**config.mk**
```make
export PLATFORM = sky130hd
export DESIGN_NAME = rx_serial_4bits
export DESIGN_NICKNAME = d
export VERILOG_FILES = /design/src/rtl/rx_serial_4bits.sv
export SDC_FILE = /design/constraint.sdc
export NUM_CORES = 1
export LEC_CHECK = 0
export ABC_CLOCK_PERIOD_IN_PS = 1000
export CAP_MARGIN = 40
export CORE_AREA = 2 2 40 42
export DETAILED_ROUTE_END_ITERATION = 8
export DIE_AREA = 0 0 42 44
export HOLD_SLACK_MARGIN = 0.06
export PLACE_DENSITY = 0.66
export SLEW_MARGIN = 15
export SYNTH_ARGS = -nofsm -noshare
export SYNTH_HDL_FRONTEND = slang
export SYNTH_SLANG_ARGS = --single-unit
```
**constraint.sdc**
```tcl
create_clock -name ck -period 1 [get_ports ck]
set_input_delay 0.3 -clock ck [delete_from_list [all_inputs] [get_ports ck]]
set_output_delay 0.3 -clock ck [all_outputs]
set_load 0.05 [all_outputs]
```
**src/rtl/rx_serial_4bits.sv**
```systemverilog
// Serial-in / parallel-out receiver for 4-bit frames, framed by a start strobe
// and clocked in bit by bit under an enable strobe.
module rx_serial_4bits #(
    parameter int unsigned LSB_FIRST = 1
) (
    input  logic       ck,
    input  logic       clr,
    input  logic       start,
    input  logic       en,
    input  logic       s_in,
    output logic [3:0] q,
    output logic       valid,
    output logic       busy,
    output logic       err
);

    localparam logic [0:0] IDLE = 1'b0;
    localparam logic [0:0] RECV = 1'b1;

    logic [0:0] state_q, state_d;
    logic [3:0] sr_q, sr_d;
    logic [1:0] cnt_q, cnt_d;
    logic [3:0] q_q, q_d;
    logic       valid_q, valid_d;
    logic       busy_q, busy_d;
    logic       err_q, err_d;
    logic [3:0] sr_shift;

    assign sr_shift = (LSB_FIRST != 0) ? {s_in, sr_q[3:1]} : {sr_q[2:0], s_in};

    always_comb begin
        // NOTE: every next-state value gets a default first so no path leaves it unassigned (no latches).
        state_d = state_q;
        sr_d    = sr_q;
        cnt_d   = cnt_q;
        q_d     = q_q;
        valid_d = 1'b0;
        err_d   = err_q;

        case (state_q)
            IDLE: begin
                if (start) begin
                    sr_d    = 4'b0000;
                    cnt_d   = 2'd0;
                    state_d = RECV;
                end
            end
            RECV: begin
                if (start) begin
                    // A restart in the middle of a frame loses data, so it is flagged.
                    sr_d  = 4'b0000;
                    cnt_d = 2'd0;
                    if (cnt_q != 2'd0) begin
                        err_d = 1'b1;
                    end
                end else if (en) begin
                    sr_d  = sr_shift;
                    cnt_d = cnt_q + 2'd1;
                    if (cnt_q == 2'd3) begin
                        q_d     = sr_shift;
                        valid_d = 1'b1;
                        state_d = IDLE;
                    end
                end
            end
            default: state_d = IDLE;
        endcase

        busy_d = (state_d == RECV);
    end

    // NOTE: sequential state uses non-blocking assignments so all registers update together.
    always_ff @(posedge ck) begin
        if (clr) begin
            state_q <= IDLE;
            sr_q    <= 4'b0000;
            cnt_q   <= 2'd0;
            q_q     <= 4'b0000;
            valid_q <= 1'b0;
            busy_q  <= 1'b0;
            err_q   <= 1'b0;
        end else begin
            state_q <= state_d;
            sr_q    <= sr_d;
            cnt_q   <= cnt_d;
            q_q     <= q_d;
            valid_q <= valid_d;
            busy_q  <= busy_d;
            err_q   <= err_d;
        end
    end

    assign q     = q_q;
    assign valid = valid_q;
    assign busy  = busy_q;
    assign err   = err_q;

endmodule

```
-- Word level (Yosys, flattened, before mapping)
Index checks and enable logic that the tools add are counted.
- flip-flop bits (word level): 13
- add/sub/neg operators: 1
- equal/unequal tests: 3
- mux-type cells: 14
- bitwise operators: 3
- reductions and logical operators: 5
- operators with widths (cell ; count):
    4-bit two-way mux ; 3
    4-bit one-hot mux with 2 select lines ; 1
    2-bit two-way mux ; 3
    1-bit two-way mux ; 5
    2-bit one-hot mux with 2 select lines ; 1
    4-bit AND reduction ; 1
    4-bit OR reduction ; 1
    3-bit inequality test, second input constant ; 1
    1-bit inverter ; 3
    3-bit AND reduction ; 1
    2-bit by 1-bit adder with 2-bit output, second input constant ; 1
    2-bit == test, second input constant ; 1
    2-bit inequality test, second input constant ; 1
    1-bit one-hot mux with 2 select lines ; 1
    2-bit AND reduction ; 1
    2-bit nonzero test ; 1

-- Logic depth before layout (Yosys ltp)
Gate-level depths: netlist of the first run.
- depth after elaboration: 5
- gate-level depth with buffers: 4
- gate-level depth less buffers: 4

-- Worst setup path before layout of the first run
Ideal clock, no wire load.
- path type: register to register
- from: register busy (netlist name)
- to: register q_q[0] (netlist: q[0])
- library setup time: 72 ps
- arrival time: 1187 ps
- data required time: 928 ps
- setup slack: -259 ps
- cell stages (with the launch flop): 4
- buffers on the path: 1
- clock period less this slack: 1259 ps
- cell sequence: dfxtp_1 and4b_1 buf_6 mux2i_1
- RTL lines (what ; RTL line ; RTL):
    to (signal assigned) ; 86 ; q_q <= q_d;
    to (decl) ; 23 ; logic [3:0] q_q, q_d;

-- Worst setup path after layout of the first run
- from: register busy_q (netlist: busy)
- to: output busy
- RTL lines (what ; RTL line ; RTL):
    from (decl) ; 25 ; logic busy_q, busy_d;
    from (signal assigned) ; 88 ; busy_q <= busy_d;
    to (decl) ; 13 ; output logic busy,
No word-level cell between the ends.

==> results of run 1 <==
## through the flow
step                TNS, ns  total power, mW  setup slack [ns]  util (%)
floorplan                 0            0.547           0.00209         -
global placement      -4.10            0.599            -0.436      54.1
detailed placement    -4.22            0.600            -0.468      54.1
CTS                  -0.979             1.00            -0.179      61.5
global route          -1.71             1.04            -0.201      65.1
finish                -1.16             1.00            -0.178      65.1
## critical path, delay by kind of cell (launching register included)
kind,cells,cell delay (ns)
flops,1,0.36
buf+inv,2,0.26
## cell families after synthesis
| group | Yosys count |
|---|---|
| flip-flops | 12 |
| buffers and inverters | 7 |
| AO/OA/AOI/OAI | 13 |
| multiplexers | 4 |
| AND/OR/NAND/NOR | 17 |
| adder cells (fa/ha/maj) | 2 |
## final timing paths
| check | to | from |
|---|---|---|
| worst min register to register | err$_SDFFE_PP0P_ | err$_SDFFE_PP0P_ |
| worst min-delay path | busy$_SDFF_PP0_ | start |
| worst max register to register | busy$_SDFF_PP0_ | busy$_SDFF_PP0_ |
| worst max-delay path | busy | busy$_SDFF_PP0_ |
## area by class of cell
class	count	area (um2)
Sequential cell	12	259
Multi-Input combinational cell	36	315
Timing Repair Buffer	22	279
Fill cell	108	495
Inverter	3	13.8
Clock buffer	4	36.3
Tap cell	16	20.0
## flip-flops by register name (all words and copies together), names as in the netlist
name	cells
sr_q	3
busy	1
cnt_q	2
err	1
valid	1
q	4
## metal layers
layer,global-route usage [%],wire length [um],vias up,share of wire [%]
met3,3.75,34,0,2.8
met5,0,0,-,0
met4,3.87,0,0,0
li1,-,-,228,-
met2,21.3,629,10,52
met1,18.0,550,211,45
## repair_timing
action                                  CTS  global route
hold buffers                              0             0
cloned                                    0             0
pin swaps                                 5             6
resized for setup                        16            12
buffers inserted                          4             2
endpoints found under the setup margin   19            18
hold endpoints to repair                  0             0
## power groups by stage
stage | logic [mW] | registers [mW] | clock network, mW
finish | 0.136 | 0.483 | 0.386
global route | 0.145 | 0.483 | 0.413
CTS | 0.116 | 0.487 | 0.400
detailed placement | 0.103 | 0.497 | 0
global placement | 0.102 | 0.497 | 0
floorplan | 0.0377 | 0.509 | 0
## cell usage in the layout, fill, tap and decap left out, types with 2 or more instances in the layout
cell type,netlist,final
sky130_fd_sc_hd__a21oi_2,0,3
sky130_fd_sc_hd__buf_4,0,6
sky130_fd_sc_hd__nand3b_1,2,2
sky130_fd_sc_hd__clkbuf_4,0,3
sky130_fd_sc_hd__ha_4,0,2
sky130_fd_sc_hd__dfxtp_1,12,3
sky130_fd_sc_hd__nand2b_1,8,8
sky130_fd_sc_hd__nand3_1,4,3
sky130_fd_sc_hd__dfxtp_2,0,6
sky130_fd_sc_hd__dfxtp_4,0,3
sky130_fd_sc_hd__dlygate4sd2_1,0,2
sky130_fd_sc_hd__clkdlybuf4s50_1,0,2
sky130_fd_sc_hd__a21bo_2,5,5
sky130_fd_sc_hd__a21oi_1,6,3
sky130_fd_sc_hd__mux2i_1,4,4
sky130_fd_sc_hd__buf_12,0,7
sky130_fd_sc_hd__buf_6,1,5
==> results.md, run 1 <==
- The number of diodes is 0.
- On the final layout, the worst hold slack is 0.436 ns.
- The highest ir drop seen on vdd is 0.750 mV.
- The clock tree from TritonCTS is built.
- The number of global-route vias before repair is 406.
- The depth of the worst hold-timing path is 2.
- The total power per unit cell area is 1090 nW/um2.
- The detailed router finished its first iteration with 4 violations.
- Counting tap cells, the placed design contains a total of 83 instances.
- During synthesis, Yosys emitted a total of 0 warnings.
- The setup violation total in the final timing report is 16.
- For this configuration, the core starts out at a cell density of 38.5%.
- The clock passes through at most 2 buffers.
- After detailed routing, the average wire length per cell comes to 13.1 um.
- Measured in cells, the most critical reg-to-reg path has a length of 5.
- In the post-synthesis netlist, the cell with the most instances is sky130_fd_sc_hd__dfxtp_1.
- The internal portion of the total power is 774 uW.
- The synthesized netlist cell count is 55.
- The first detailed-routing pass ran for 3 iterations.
- The area share of xor/xnor cells in the synthesized design is 0%.
- The number of endpoints with negative hold slack in the final report is 0.
- Net switching is 22.9% of the power.
- The number of H-tree branching levels is 1.
- 12 I/O pins were placed.
- The final estimated routing congestion in global placement is 0.740.
- Summed over all nets, the switching power comes to 230 uW.
- The die area is 1850 um2.
- The largest clock skew in the final design is 0.000679 ns.
- The maximum operating frequency is 849 MHz.
- The share of the Yosys chip area taken by registers is 43.9%.
- The die extent in x is 42 um.
- The min-delay analysis places its worst path in the category input pin to flop.
- The root buffer selected by CTS is sky130_fd_sc_hd__clkbuf_4.
- The number of slew-limit violations in the final report is 0.
- The estimated wirelength of the detail-placed design is 705 um.
- The via-per-instance ratio is 4.83.
- For flop-to-flop paths, the worst setup slack is -0.16 ns.
- The flow ran to the end, but the final reports show violations.
- The data arrival at the endpoint of the critical path is 0.88 ns.
- By count the netlist is led by 12 x sky130_fd_sc_hd__dfxtp_1, 8 x sky130_fd_sc_hd__nand2b_1, 6 x sky130_fd_sc_hd__a21oi_1.
- Summing the areas of all and, or, nand and nor instances in the mapped netlist gives 19.7% of the synthesized area.
- The reported leakage power is 0.342 nW.
- The count of non-filler cells in the finished layout is 93.
- The final reports fail on negative setup slack.
- The number of distinct library cells after synthesis is 17.
- Walking the worst path, the cells encountered are buf_6, buf_12.
- The largest driver fanout on the critical path is 2.
- The count of max-cap constraint violations is 0.
- Cells with a size suffix above 1 make up 61.0% of the layout.
- The worst setup path category is flop to output port.
- The post-route fraction of the period consumed by the critical path is 118%.
- The largest stage delay on the critical path is 0.36 ns.
- The area share of the largest cell type after synthesis is 43.9%.
- The standard-cell row count is 14.
- The measured slew at the worst slew-check pin is 0.187 ns.
- The number of synthesized register bits is 12.
- The final critical-path required period is 1.18 ns.
- The vias after detailed routing is 449.
- The critical-path cell with the highest stage delay is sky130_fd_sc_hd__dfxtp_4.
- The wire length reported by the detailed router is 1210 um.
- Of the post-synthesis cell area, the part taken by muxes is 7.32%.
- In this run the tool buffered the top-level ports with 11 buffer cells.
- The combinational family with the most area after synthesis is simple AND/OR/NAND/NOR gates.
- The most used flip-flop cell after synthesis is sky130_fd_sc_hd__dfxtp_1.
- For the worst-skew pair, the clock arrives at the later sink with an insertion delay of 0.27 ns.
- TritonCTS created 3 clock buffers.
- The global route total overflow is 0.
- The synthesized-area fraction occupied by ao, oa, aoi and oai cells is 17.8%.
- For the worst setup path, the data required time is 0.70 ns.
- Of all cell types, the one taking the most synthesized area is sky130_fd_sc_hd__dfxtp_1.
- The fraction of registers with async set or reset after synthesis is 0%.
- The post-synthesis share of cell area spent on full adders, half adders and majority gates is 4.58%.
- In this run the cell area of the synthesized design comes to 547 um2.
- The placed instances occupy a cell area of 768 um2.
- By area the synthesized netlist is led by sky130_fd_sc_hd__dfxtp_1 44%, sky130_fd_sc_hd__a21bo_2 9.2%, sky130_fd_sc_hd__nand2b_1 9.2%, sky130_fd_sc_hd__mux2i_1 7.3%, sky130_fd_sc_hd__a21oi_1 5.5%.
- STA classifies the critical path startpoint as a flop.
- The share of total power dissipated in combinational logic is 13.5%.
- The overall die height is 44 um.
- The share of power burned in the clock network is 38.4%.
- Across all setup checks in the final design, the least slack found is -0.178 ns.
- The count of nets left with antenna violations once routing finished came out at 0.
- The register clock-pin slew on the reported worst setup and hold paths is 0.08 ns.
- For this design, the sink count on the clock tree is 12.
- For this run, design rule violations remaining after detail routing come to 0.
- The region available for standard cell placement spans 1420 um2.
- The synthesized netlist net count is 62.
- Headroom to the max-slew limit came out at 87.5%.
- The layout net count is 85.
- The area overhead of the layout relative to synthesis is 68.9%.
- Entering global routing, the biggest net connects 12 pins.
- Across every metal layer, demand over resource in global routing totals 13.4%.
- The global-route wire length before repair is 1880 um.
- Sequential cells burn 48.1% of the power.
- The initial antenna violation count came to 0.
- The total non-filler cell area in the finished layout is 923 um2.
- Setup repair after global routing could not meet its margin everywhere.
- STA classifies the critical path endpoint as an output port.
- The mean instance size in the synthesized netlist is 9.94 um2.
- The count of flip-flops with a built-in enable after synthesis is 0.
Note: power is estimated with default switching activity, not from simulation.
==> run 2, diff against run 1 <==
Settings changed: HOLD_SLACK_MARGIN 0.06 to unset, MAX_ROUTING_LAYER set to met4.
==> results of run 2 <==
Final layout, timing and power as in run 1 (identical DEF).
Among the figures that moved: final weighted congestion in routability-driven placement 0.740 -> 0.749; overall routing resource usage 13.4% -> 13.9%
==> run 3, diff against run 2 <==
--- a/config.mk
+++ b/config.mk
@@ -12,6 +12,6 @@
 export DIE_AREA = 0 0 42 44
 export MAX_ROUTING_LAYER = met4
-export PLACE_DENSITY = 0.66
-export SLEW_MARGIN = 15
+export PLACE_DENSITY = 0.67
+export SLEW_MARGIN = 40
 export SYNTH_ARGS = -nofsm -noshare
 export SYNTH_HDL_FRONTEND = slang
==> constraint.sdc (replaced) <==
create_clock -name ck -period 1 [get_ports ck]
set_input_delay 0.3 -clock ck [delete_from_list [all_inputs] [get_ports ck]]
set_output_delay 0.3 -clock ck [all_outputs]
set_load 0.1 [all_outputs]
==> run 3 against run 2 <==
  * Routed wire length rose by 1.5%
  * Count of clock-buffer cells in the layout did not move
  * Global-route usage rose by 2.1 points
  * Critical path depth did not move
  * Maximum frequency fell by 1.7%
  * First-iteration DRC count fell by 25%
  * Sequential power rose by 0.8%
  * Largest cell class unchanged
  * The run still ends with negative setup slack left
  * Sequential share of layout area fell by 0.84 points
  * Final area rose by 1.1%
==> results.md, run 3 (synthesized netlist as in run 1, its figures left out) <==
- The flow ran to the end, but the final reports show violations.
- The checks that failed: negative setup slack.
- The number of slew-limit violations in the final report is 0.
- The reported net switching power is 241 uW.
- The number of filler cells placed in the layout is 111.
- In this run, the clock network consumes 33.0% of the power.
- The worst register-to-register path has a setup slack of -0.10 ns.
- The standard-cell row count is 14.
- 12 I/O pins were placed.
- The first global-routing pass estimated 2100 um of wire.
- Global routing used 15.9% of the available tracks across all layers.
- Combinational logic burns 16.2% of the power.
- In this run, post-CTS hold repair placed 0 buffers.
- Counting buffers and inverters, the worst setup path is 2 cells deep.
- The post-route fraction of the period consumed by the critical path is 120%.
- The number of global-route vias before repair is 499.
- The number of diodes is 0.
- Among cell families on the critical path, the largest total delay comes from flip-flops.
- The worst hold-check path type is flop to flop.
- In the layout the commonest cells are 9 x sky130_fd_sc_hd__buf_4, 8 x sky130_fd_sc_hd__nand2b_1, 8 x sky130_fd_sc_hd__dfxtp_2, 7 x sky130_fd_sc_hd__buf_12, 5 x sky130_fd_sc_hd__a21bo_2.
- The total power per unit cell area is 1020 nW/um2.
- Cells fill 65.8% of the core in the end.
- The launch point of the worst hold path is sr_q[1]$_SDFFE_PP0P_.
- The largest single stage delay on the critical path is 0.35 ns.
- The required time of the critical path is 0.70 ns.
- For the pin with the worst max-slew slack, the measured transition is 0.169 ns.
- Across the run, the number of max-cap violations was 0.
- The depth of the most critical reg-to-reg path is 3.
- The wire length per cell is 13.0 um.
- The reported leakage power is 0.344 nW.
- The worst setup path is launched from a flop.
- In this run the tightest slew margin relative to its limit is 88.6%.
- The count of placed standard cells including taps is 84.
- On the final layout, the worst clock skew is 0.0162 ns.
- The sink of the worst hold path is q[0]$_SDFFE_PP0P_.
- Of all nets on the critical path, the largest fanout is 2.
- The library cell used most frequently in the layout, excluding fill and tap cells, is sky130_fd_sc_hd__buf_4.
- The area of placed instances is 778 um2.
- The switching fraction of total power is 25.2%.
- The number of endpoints with negative hold slack in the final report was 0.
- For this run, the post-layout net count is 87.
- In this run, flip-flops and latches consume 50.9% of the power.
- The length of the first detailed-routing pass in iterations is 3.
- The total non-filler cell area in the finished layout is 933 um2.
- The final estimated routing congestion in global placement is 0.780.
- The area overhead of the layout relative to synthesis is 70.7%.
- The number of clock buffers inserted by TritonCTS is 3.
- Entering global routing, the biggest net connects 12 pins.
- Together, buffers and inverters on the worst path number 2.
- From left edge to right edge, the die measures 42 um.
- The initial antenna violation count is 0.
- The worst setup path category is flop to output port.
- The detailed router finished its first iteration with 3 violations.
- Setup violations remaining at the end of the flow were counted as 13.
- The number of H-tree branching levels is 1.
- After detailed routing, the number of vias per cell comes to 4.87.
- Cell internal power was estimated by the tool at 716 uW.
- The core region is 1420 um2.
- The vias after detailed routing is 463.
- In this run the vertical extent of the chip is 44 um.
- VDD sags by at most 0.676 mV.
- The count of buffers from port buffering is 11.
- The number of design rule violations left after detail routing is 0.
- Of the cells placed in the final design, the portion with a size suffix greater than 1 is 64.6%.
- The signal on the critical path passes through buf_6, buf_12.
- The final antenna-violating net count is 0.
- The clock latency at the later pin of the worst-skew pair is 0.27 ns.
- Summed over all nets, the half-perimeter wirelength after detailed placement is 738 um.
- Excluding fillers, the count of instances in the completed layout stands at 95.
- After layout, the minimum clock period comes to 1.20 ns.
- The register clock-pin slew on the reported worst setup and hold paths is 0.09 ns.
- Once the floorplan was initialized, standard cells occupied 38.5% of the core.
- On the critical path, the stage with the largest delay is an instance of sky130_fd_sc_hd__dfxtp_4.
- The tree is rooted in a sky130_fd_sc_hd__clkbuf_4.
- The critical path capture point type is an output port.
- Data on the critical path arrives at its endpoint at 0.90 ns.
- The clock passes through at most 2 buffers.
- The number of clock sinks is 12.
- The reg-to-reg critical path endpoint is q[1]$_SDFFE_PP0P_.
- For this block, the routed nets add up to 1230 um of wire.
- The register with the most flip-flops in the layout has 4 of them.
- Final hold analysis gives a worst-case slack of 0.474 ns.
- The global route total overflow is 0.
- Counting instances, the worst hold path has a depth of 2.
- The maximum operating frequency is 835 MHz.
- At the placement stage, the worst setup path has a slack of -0.427 ns.
- The die covers 1850 um2.
- The smallest setup slack after layout is -0.198 ns.
- In this run the critical register-to-register path is launched from cnt_q[1]$_SDFFE_PP0P_.
- TritonCTS built the clock tree.
- Setup repair after global routing could not meet its margin everywhere.
run 3: cell types whose count changed in the layout (fill, tap and decap cells not counted), sizes merged:
cell / delta
buf: +2
run 3: power groups by stage:
stage               clock (mW)  sequential (mW)  combinational (mW)
floorplan                    0            0.522              0.0409
global placement             0            0.497               0.117
detailed placement           0            0.497               0.118
CTS                      0.324            0.487               0.149
global route             0.348            0.487               0.164
finish                   0.315            0.487               0.155
run 3: timing repair:
| action | CTS | global route |
|---|---|---|
| pin swaps | 7 | 2 |
| setup endpoints to repair | 19 | 19 |
| buffers inserted | 7 | 2 |
| gates resized for setup | 17 | 7 |
run 3: worst max path at each step:
stage / endpoint / start
after floorplan: q[0]$_SDFFE_PP0P_ / busy$_SDFF_PP0_
after global placement: q[1]$_SDFFE_PP0P_ / start
after detailed placement: q[1]$_SDFFE_PP0P_ / en
after CTS: busy / busy$_SDFF_PP0_
after global routing: busy / busy$_SDFF_PP0_
final: busy / busy$_SDFF_PP0_
run 3: per-stage QoR:
| stage | total power [mW] | setup TNS, ns |
|---|---|---|
| 2_1_floorplan | 0.562 | -0.571 |
| 3_3_place_gp | 0.614 | -4.23 |
| 3_5_place_dp | 0.614 | -4.37 |
| 4_1_cts | 0.960 | -1.51 |
| 5_1_grt | 0.999 | -1.75 |
| 6_report | 0.957 | -1.19 |
run 3: area by class of cell:
type                       instances  area [um2]  share of cell area, %
multi-input combinational         36         332                   35.5
timing repair buffer              24         290                   31.1
sequential                        12         254                   27.2
clock buffer                       4        26.3                   2.82
tap                               16        20.0                   2.14
inverter                           3        11.3                   1.21
run 3: worst min-delay path, stage by stage (launching register included):
cell and delay, ns:
sky130_fd_sc_hd__dfxtp_1 0.31, sky130_fd_sc_hd__nand2b_1 0.07, sky130_fd_sc_hd__mux2i_1 0.06
run 3: per-layer routing:
layer	share of wire, %	vias up	global-route usage (%)
met3	2.6	2	3.75
met1	42	224	17.2
met2	53	4	26.6
li1	-	233	-
met5	0	-	-
met4	1.5	0	9.68
